File: config.mk
export PLATFORM = sky130hd
export DESIGN_NAME = aes_round_pipe
export DESIGN_NICKNAME = d
export VERILOG_FILES = /design/src/rtl/aes_round_pipe.sv
export SDC_FILE = /design/constraint.sdc
export NUM_CORES = 2
export LEC_CHECK = 0
export ABC_CLOCK_PERIOD_IN_PS = 1790
export CELL_PAD_IN_SITES_DETAIL_PLACEMENT = 0
export CELL_PAD_IN_SITES_GLOBAL_PLACEMENT = 1
export CORE_UTILIZATION = 41
export DETAILED_ROUTE_END_ITERATION = 7
export PLACE_DENSITY_LB_ADDON = 0.08
export SLEW_MARGIN = 20
export SYNTH_ARGS = -nofsm -noshare
export SYNTH_HDL_FRONTEND = slang
export SYNTH_SLANG_ARGS = --single-unit
export TNS_END_PERCENT = 50
File: constraint.sdc
create_clock -name clk -period 1.79 [get_ports clk]
set_input_delay 0.537 -clock clk [delete_from_list [all_inputs] [get_ports clk]]
set_output_delay 0.537 -clock clk [all_outputs]
set_load 0.02 [all_outputs]
File: src/rtl/aes_round_pipe.sv
// aes_round_pipe
//   One AES encryption round on a 128-bit state, pipelined behind a
//   valid/ready handshake. Each block carries an opaque tag that comes back
//   with its result.
//
//   Parameters
//     PIPE_STAGES  register stages: 1 = whole round in one stage,
//                  2 = SubBytes/ShiftRows | MixColumns/AddRoundKey.
//                  Any value other than 1 builds the 2-stage version.
//     TAG_W        sideband tag width
//
//   Ports
//     clk, rst_n            clock, async active-low reset
//     flush                 synchronous drop of every in-flight block
//     in_valid/in_ready     input handshake
//     in_data, in_key       AES state (byte 0 at [127:120]) and round key
//     in_type               00 INIT, 01 MID, 10 FINAL, 11 reserved (runs as MID)
//     in_tag                sideband returned with the result
//     out_valid/out_ready   output handshake
//     out_data, out_tag     round result and its tag
//     occupancy             number of valid stages
//     err_type              sticky: a reserved-type block was accepted
module aes_round_pipe #(
  parameter int PIPE_STAGES = 2,
  parameter int TAG_W       = 4
) (
  input  logic             clk,
  input  logic             rst_n,
  input  logic             flush,
  input  logic             in_valid,
  output logic             in_ready,
  input  logic [127:0]     in_data,
  input  logic [127:0]     in_key,
  input  logic [1:0]       in_type,
  input  logic [TAG_W-1:0] in_tag,
  output logic             out_valid,
  input  logic             out_ready,
  output logic [127:0]     out_data,
  output logic [TAG_W-1:0] out_tag,
  output logic [1:0]       occupancy,
  output logic             err_type
);

  // Element 0 is the most significant byte, matching the byte-0-at-MSB layout.
  typedef logic [0:15][7:0] state_t;

  localparam logic [0:255][7:0] SBOX = {
    128'h637c777bf26b6fc53001672bfed7ab76,
    128'hca82c97dfa5947f0add4a2af9ca472c0,
    128'hb7fd9326363ff7cc34a5e5f171d83115,
    128'h04c723c31896059a071280e2eb27b275,
    128'h09832c1a1b6e5aa0523bd6b329e32f84,
    128'h53d100ed20fcb15b6acbbe394a4c58cf,
    128'hd0efaafb434d338545f9027f503c9fa8,
    128'h51a3408f929d38f5bcb6da2110fff3d2,
    128'hcd0c13ec5f974417c4a77e3d645d1973,
    128'h60814fdc222a908846eeb814de5e0bdb,
    128'he0323a0a4906245cc2d3ac629195e479,
    128'he7c8376d8dd54ea96c56f4ea657aae08,
    128'hba78252e1ca6b4c6e8dd741f4bbd8b8a,
    128'h703eb5664803f60e613557b986c11d9e,
    128'he1f8981169d98e949b1e87e9ce5528df,
    128'h8ca1890dbfe6426841992d0fb054bb16
  };

  function automatic logic [7:0] xtime(input logic [7:0] b);
    return {b[6:0], 1'b0} ^ (b[7] ? 8'h1b : 8'h00);
  endfunction

  // State is column-major: byte index = row + 4*col.
  function automatic state_t sub_shift(input state_t s);
    state_t r;
    for (int c = 0; c < 4; c++) begin
      for (int row = 0; row < 4; row++) begin
        r[row + 4*c] = SBOX[s[row + 4*((c + row) % 4)]];
      end
    end
    return r;
  endfunction

  function automatic state_t mix_columns(input state_t s);
    state_t r;
    logic [7:0] a0, a1, a2, a3;
    for (int c = 0; c < 4; c++) begin
      a0 = s[4*c];
      a1 = s[4*c + 1];
      a2 = s[4*c + 2];
      a3 = s[4*c + 3];
      r[4*c]     = xtime(a0) ^ xtime(a1) ^ a1 ^ a2 ^ a3;
      r[4*c + 1] = a0 ^ xtime(a1) ^ xtime(a2) ^ a2 ^ a3;
      r[4*c + 2] = a0 ^ a1 ^ xtime(a2) ^ xtime(a3) ^ a3;
      r[4*c + 3] = xtime(a0) ^ a0 ^ a1 ^ a2 ^ xtime(a3);
    end
    return r;
  endfunction

  // First half of the round: INIT bypasses the S-box layer.
  function automatic logic [127:0] pre_fn(input state_t d, input logic [1:0] t);
    return (t == 2'b00) ? d : sub_shift(d);
  endfunction

  // Second half: MixColumns for MID and reserved (type bit 0 set), then key.
  function automatic logic [127:0] post_fn(input state_t p, input logic [127:0] k,
                                           input logic mix);
    state_t m;
    m = mix ? mix_columns(p) : p;
    return m ^ k;
  endfunction

  logic       run_q;     // low until the first edge after reset release
  logic       in_fire;
  logic       out_fire;
  logic [1:0] occ_q;
  logic       err_q;

  assign in_fire   = in_valid & in_ready;
  assign out_fire  = out_valid & out_ready;
  assign occupancy = occ_q;
  assign err_type  = err_q;

  always_ff @(posedge clk or negedge rst_n) begin
    if (!rst_n) begin
      run_q <= 1'b0;
      occ_q <= 2'd0;
      err_q <= 1'b0;
    end else begin
      run_q <= 1'b1;
      if (flush) begin
        occ_q <= 2'd0;
      end else begin
        case ({in_fire, out_fire})
          2'b10:   occ_q <= occ_q + 2'd1;
          2'b01:   occ_q <= occ_q - 2'd1;
          default: occ_q <= occ_q;
        endcase
      end
      if (in_fire && in_type == 2'b11) err_q <= 1'b1;
    end
  end

  generate
    if (PIPE_STAGES == 1) begin : g_one
      logic             v_q;
      logic [127:0]     d_q;
      logic [TAG_W-1:0] t_q;
      logic             adv;

      assign adv       = !v_q | out_ready;
      assign in_ready  = run_q & !flush & adv;
      assign out_valid = v_q;
      assign out_data  = d_q;
      assign out_tag   = t_q;

      always_ff @(posedge clk or negedge rst_n) begin
        if (!rst_n) begin
          v_q <= 1'b0;
          d_q <= '0;
          t_q <= '0;
        end else begin
          if (flush)    v_q <= 1'b0;
          else if (adv) v_q <= in_fire;
          if (in_fire) begin
            d_q <= post_fn(pre_fn(in_data, in_type), in_key, in_type[0]);
            t_q <= in_tag;
          end
        end
      end
    end else begin : g_two
      logic             s1_v, s2_v;
      logic [127:0]     s1_d, s1_k, s2_d;
      logic             s1_mix;
      logic [TAG_W-1:0] s1_t, s2_t;
      logic             adv0, adv1;

      // A stage may load when it is empty or its content moves on this edge.
      assign adv1      = !s2_v | out_ready;
      assign adv0      = !s1_v | adv1;
      assign in_ready  = run_q & !flush & adv0;
      assign out_valid = s2_v;
      assign out_data  = s2_d;
      assign out_tag   = s2_t;

      always_ff @(posedge clk or negedge rst_n) begin
        if (!rst_n) begin
          s1_v   <= 1'b0;
          s1_d   <= '0;
          s1_k   <= '0;
          s1_mix <= 1'b0;
          s1_t   <= '0;
          s2_v   <= 1'b0;
          s2_d   <= '0;
          s2_t   <= '0;
        end else begin
          if (flush) begin
            s1_v <= 1'b0;
            s2_v <= 1'b0;
          end else begin
            if (adv1) s2_v <= s1_v;
            if (adv0) s1_v <= in_fire;
          end
          if (adv1 && s1_v) begin
            s2_d <= post_fn(s1_d, s1_k, s1_mix);
            s2_t <= s1_t;
          end
          if (in_fire) begin
            s1_d   <= pre_fn(in_data, in_type);
            s1_k   <= in_key;
            s1_mix <= in_type[0];
            s1_t   <= in_tag;
          end
        end
      end
    end
  endgenerate

endmodule

==> results.yml <==
run_status:
  status: "finished with violations"
  failed_checks: "design-rule violations, negative setup slack"
global_route:
  grt_pass1_wl_um: 687000
  grt_max_degree: 61
  grt_pass1_vias: 105169
  grt_util_all_layers_pct: 49.5
  antenna_found_initial: 31
  grt.overflow.total: 0
sta:
  relSlewSlack_pct: 38.0
  setup_viol_count_final: 436
  clock_skew_ns: 0.0551
  whs_ns: 0.239
  finalMaxSlewViolations: 0
  min_period_over_period_pct: 133
  worst_pin_slew_ns: 0.918
  setup_tns_ns: -110.79
  rsz0062_at_grt: "yes"
  clock.fmax_mhz: 421
  period_needed_ns: 2.37
  hold_violations: 0
  fin_ws_ns: -0.585
clock_network:
  clkSinkCount: 399
  cts_buffers: 50
  htree_levels: 2
  clk_latency_ns: 0.73
  cts_tree: "built"
  path_clk_slew_ns: 0.06
  clockBufferDepth: 3
  root_buffer: "clkbuf_16"
layout:
  syn_to_final_growth_pct: 64.2
  finalNetCount: 14948
  fillers: 15062
  final_area_sq_um: 121000
  drive_above_1_share_pct: 41.2
routing:
  wl_per_cell_um: 28.9
  route.detailed.drc: 102
  drt_wl_total_um: 487000
  ant_nets: 0
  first_pass_iters: 8
  drt_iter0_markers: 19529
  via_per_inst: 6.74
  vias: 113547
yosys:
  synth-async-reset-ratio_pct: 100
  synthCells: 11023
  syn-cell-area_sq_um: 73500
  ys.warnings.count: 0
  synth_seq_cells: 399
  synthFlopType: "dfrtp_1"
  synth-edff-count: 0
  ys_types: 101
  yosysSeqAreaShare_pct: 13.6
  synthesis.area_per_instance_sq_um: 6.67
  synth.net_count: 11530
critical_path:
  r2r_cells: 9
  path_delay_family: "simple AND/OR/NAND/NOR gates"
  rr_endpoint: "g_two.s1_d[38]"
  crit_type: "flip-flop to flip-flop"
  cp-end-kind: "flip-flop"
  crit_path_cell_trace: "and3b_2, buf_4, or2_4, nor2_4, buf_6, buf_12, o311a_1, nor2_1, o211ai_1"
  startpoint_type: "flip-flop"
  crit_buf_inv: 3
  cp_slowest_stage_delay_ns: 0.41
  crit_slowest_cell: "o211ai_1"
  path_max_fanout: 4
  crit_arrival_ns: 2.90
  crit_required_ns: 2.32
  rrSetupSlack_ns: -0.58
  rr_startpoint: "g_two.s1_v"
power:
  powerDensity_nw_per_um2: 683
  power_leakage_nw: 52.2
  peakVddDrop_mv: 0.932
  totalPowerFinal_mw: 82.5
min_path:
  min_to: "occupancy[0]"
  hold_depth: 3
  worstHoldStart: "flush"
  min_path_type: "input port to flip-flop"
die:
  pin_count: 404
  die_h_um: 426
  die_area_sq_um: 181000
  die_w_um: 426
  start_util_pct: 41.3
  core_sq_um: 178000
  rows: 155
placed_design:
  io_buffers: 403
  place.gp.congestion: 1.21
  dp_hpwl_um: 368000
  place_area_sq_um: 109000
flow_run:
  cap_violations: 0
## worst max path at each step
stage	startpoint	to	cells after the start
finish	g_two.s1_v	g_two.s1_d[38]	9
global route	g_two.s1_v	g_two.s1_d[96]	10
CTS	in_data[9]	g_two.s1_d[77]	12
detailed placement	in_data[105]	g_two.s1_d[41]	12
global placement	in_data[105]	g_two.s1_d[41]	12
floorplan	in_data[105]	g_two.s1_d[43]	12
## placed cells by master (no fill, tap or decap), types with 187 or more instances in the layout
master and count:
o21ai_0 701, buf_12 243, o211ai_1 195, nand3_1 355, xor2_1 187, xnor2_1 376, a31oi_1 265, nor2_1 747
o21ai_1 205, dfrtp_1 384, nand2_1 1274, nand2b_1 229, a21oi_1 789, nor3_1 341, buf_4 3838, buf_6 244
a211oi_1 202
## synthesized netlist by cell type (38+ instances only)
cell / instances / area (sq um)
o2111ai_1: 68 / 596
nor2b_1: 238 / 1490
xor2_1: 192 / 1680
or2_2: 67 / 419
a2111oi_0: 83 / 727
or3_1: 49 / 307
a21o_1: 39 / 293
buf_1: 124 / 465
ha_1: 240 / 3000
nor4_1: 65 / 407
a21oi_1: 888 / 4440
o311a_1: 39 / 390
a221oi_1: 78 / 683
nor3_1: 419 / 2100
inv_1: 116 / 435
nand3_1: 386 / 1930
o221ai_1: 61 / 534
o31ai_1: 138 / 1040
a311oi_1: 163 / 1430
buf_2: 404 / 2020
dfrtp_1: 399 / 9980
mux2i_1: 186 / 1860
nand2_1: 1398 / 5250
o21ai_0: 841 / 4210
o22ai_1: 90 / 563
o21ai_1: 109 / 546
and2_1: 75 / 469
o311ai_0: 132 / 1160
a22oi_1: 38 / 285
nand2b_1: 292 / 1830
nor2_1: 832 / 3120
o211ai_1: 195 / 1460
xnor2_1: 398 / 3490
and3_1: 64 / 400
a31oi_1: 280 / 1750
mux4_2: 72 / 1620
a211oi_1: 263 / 1970
clkbuf_1: 727 / 2730
a211o_1: 48 / 420
nand4_1: 73 / 457
## state kept, by name, indices dropped and copies added, names as in the netlist
register	cells
err_type	1
g_two.s1_d	128
g_two.s1_k	128
g_two.s1_mix	1
g_two.s1_t	4
g_two.s1_v	1
occupancy	2
out_data	128
out_tag	4
out_valid	1
run_q	1
## layout make-up
type	count	area (sq um)	share of cell area (%)
multi-input cells	9167	64800	53.6
repair buffers	4676	40500	33.5
flip-flops and latches	399	10000	8.29
well taps	2355	2950	2.44
clock buffers	63	1380	1.14
inverters	147	777	0.643
clock inverters	31	355	0.294
diodes	15	37.5	0.0311
## metrics by stage
stage          setup WS, ns  cells  utilization, %
2_1_floorplan        -0.934  11023               -
3_3_place_gp          -1.86  16391            61.0
3_5_place_dp          -1.75  16391            61.0
4_1_cts              -0.549  16602            63.9
5_1_grt              -0.602  16848            67.8
6_report             -0.585  16853            67.8
## what timing repair did
item / in CTS / in global routing
hold endpoints to repair: 8 / 0
gates cloned: 11 / 36
gates resized for setup: 754 / 1536
hold buffers: 1 / 0
setup buffers: 111 / 225
endpoints found under the setup margin: 477 / 527
pin swaps: 155 / 364
## power breakdown
part / switching, mW / total, mW / internal, mW / leakage (nW)
logic: 30.5 / 56.5 / 26.0 / 46.5
clock network: 5.15 / 11.2 / 6.03 / 0.830
registers: 3.18 / 14.8 / 11.6 / 4.87
total: 38.8 / 82.5 / 43.7 / 52.2
## logic make-up after synthesis
logic type / Yosys count / synth area share, %
AND/OR/NAND/NOR: 4124 / 26.4
XOR/XNOR: 590 / 7.03
AO/OA/AOI/OAI: 3924 / 35.2
other: 1 / 0.00510
buffers and inverters: 1458 / 8.49
adder cells (fa/ha/maj): 240 / 4.08
flip-flops: 399 / 13.6
multiplexers: 287 / 5.18
## layer usage
metal / track usage, % / share of wire (%) / wire (um)
met1: 61.4 / 36 / 174000
met2: 71.3 / 40 / 197000
met3: 17.3 / 14 / 70600
met4: 34.0 / 9.3 / 45200
met5: 0 / 0.054 / 263
## worst min-delay path, cell delays in order
cell            delay [ns]
dlymetal6s2s_1        0.17
buf_4                 0.19
a21oi_2               0.04
No activity file was read; power rests on OpenSTA's default activity.
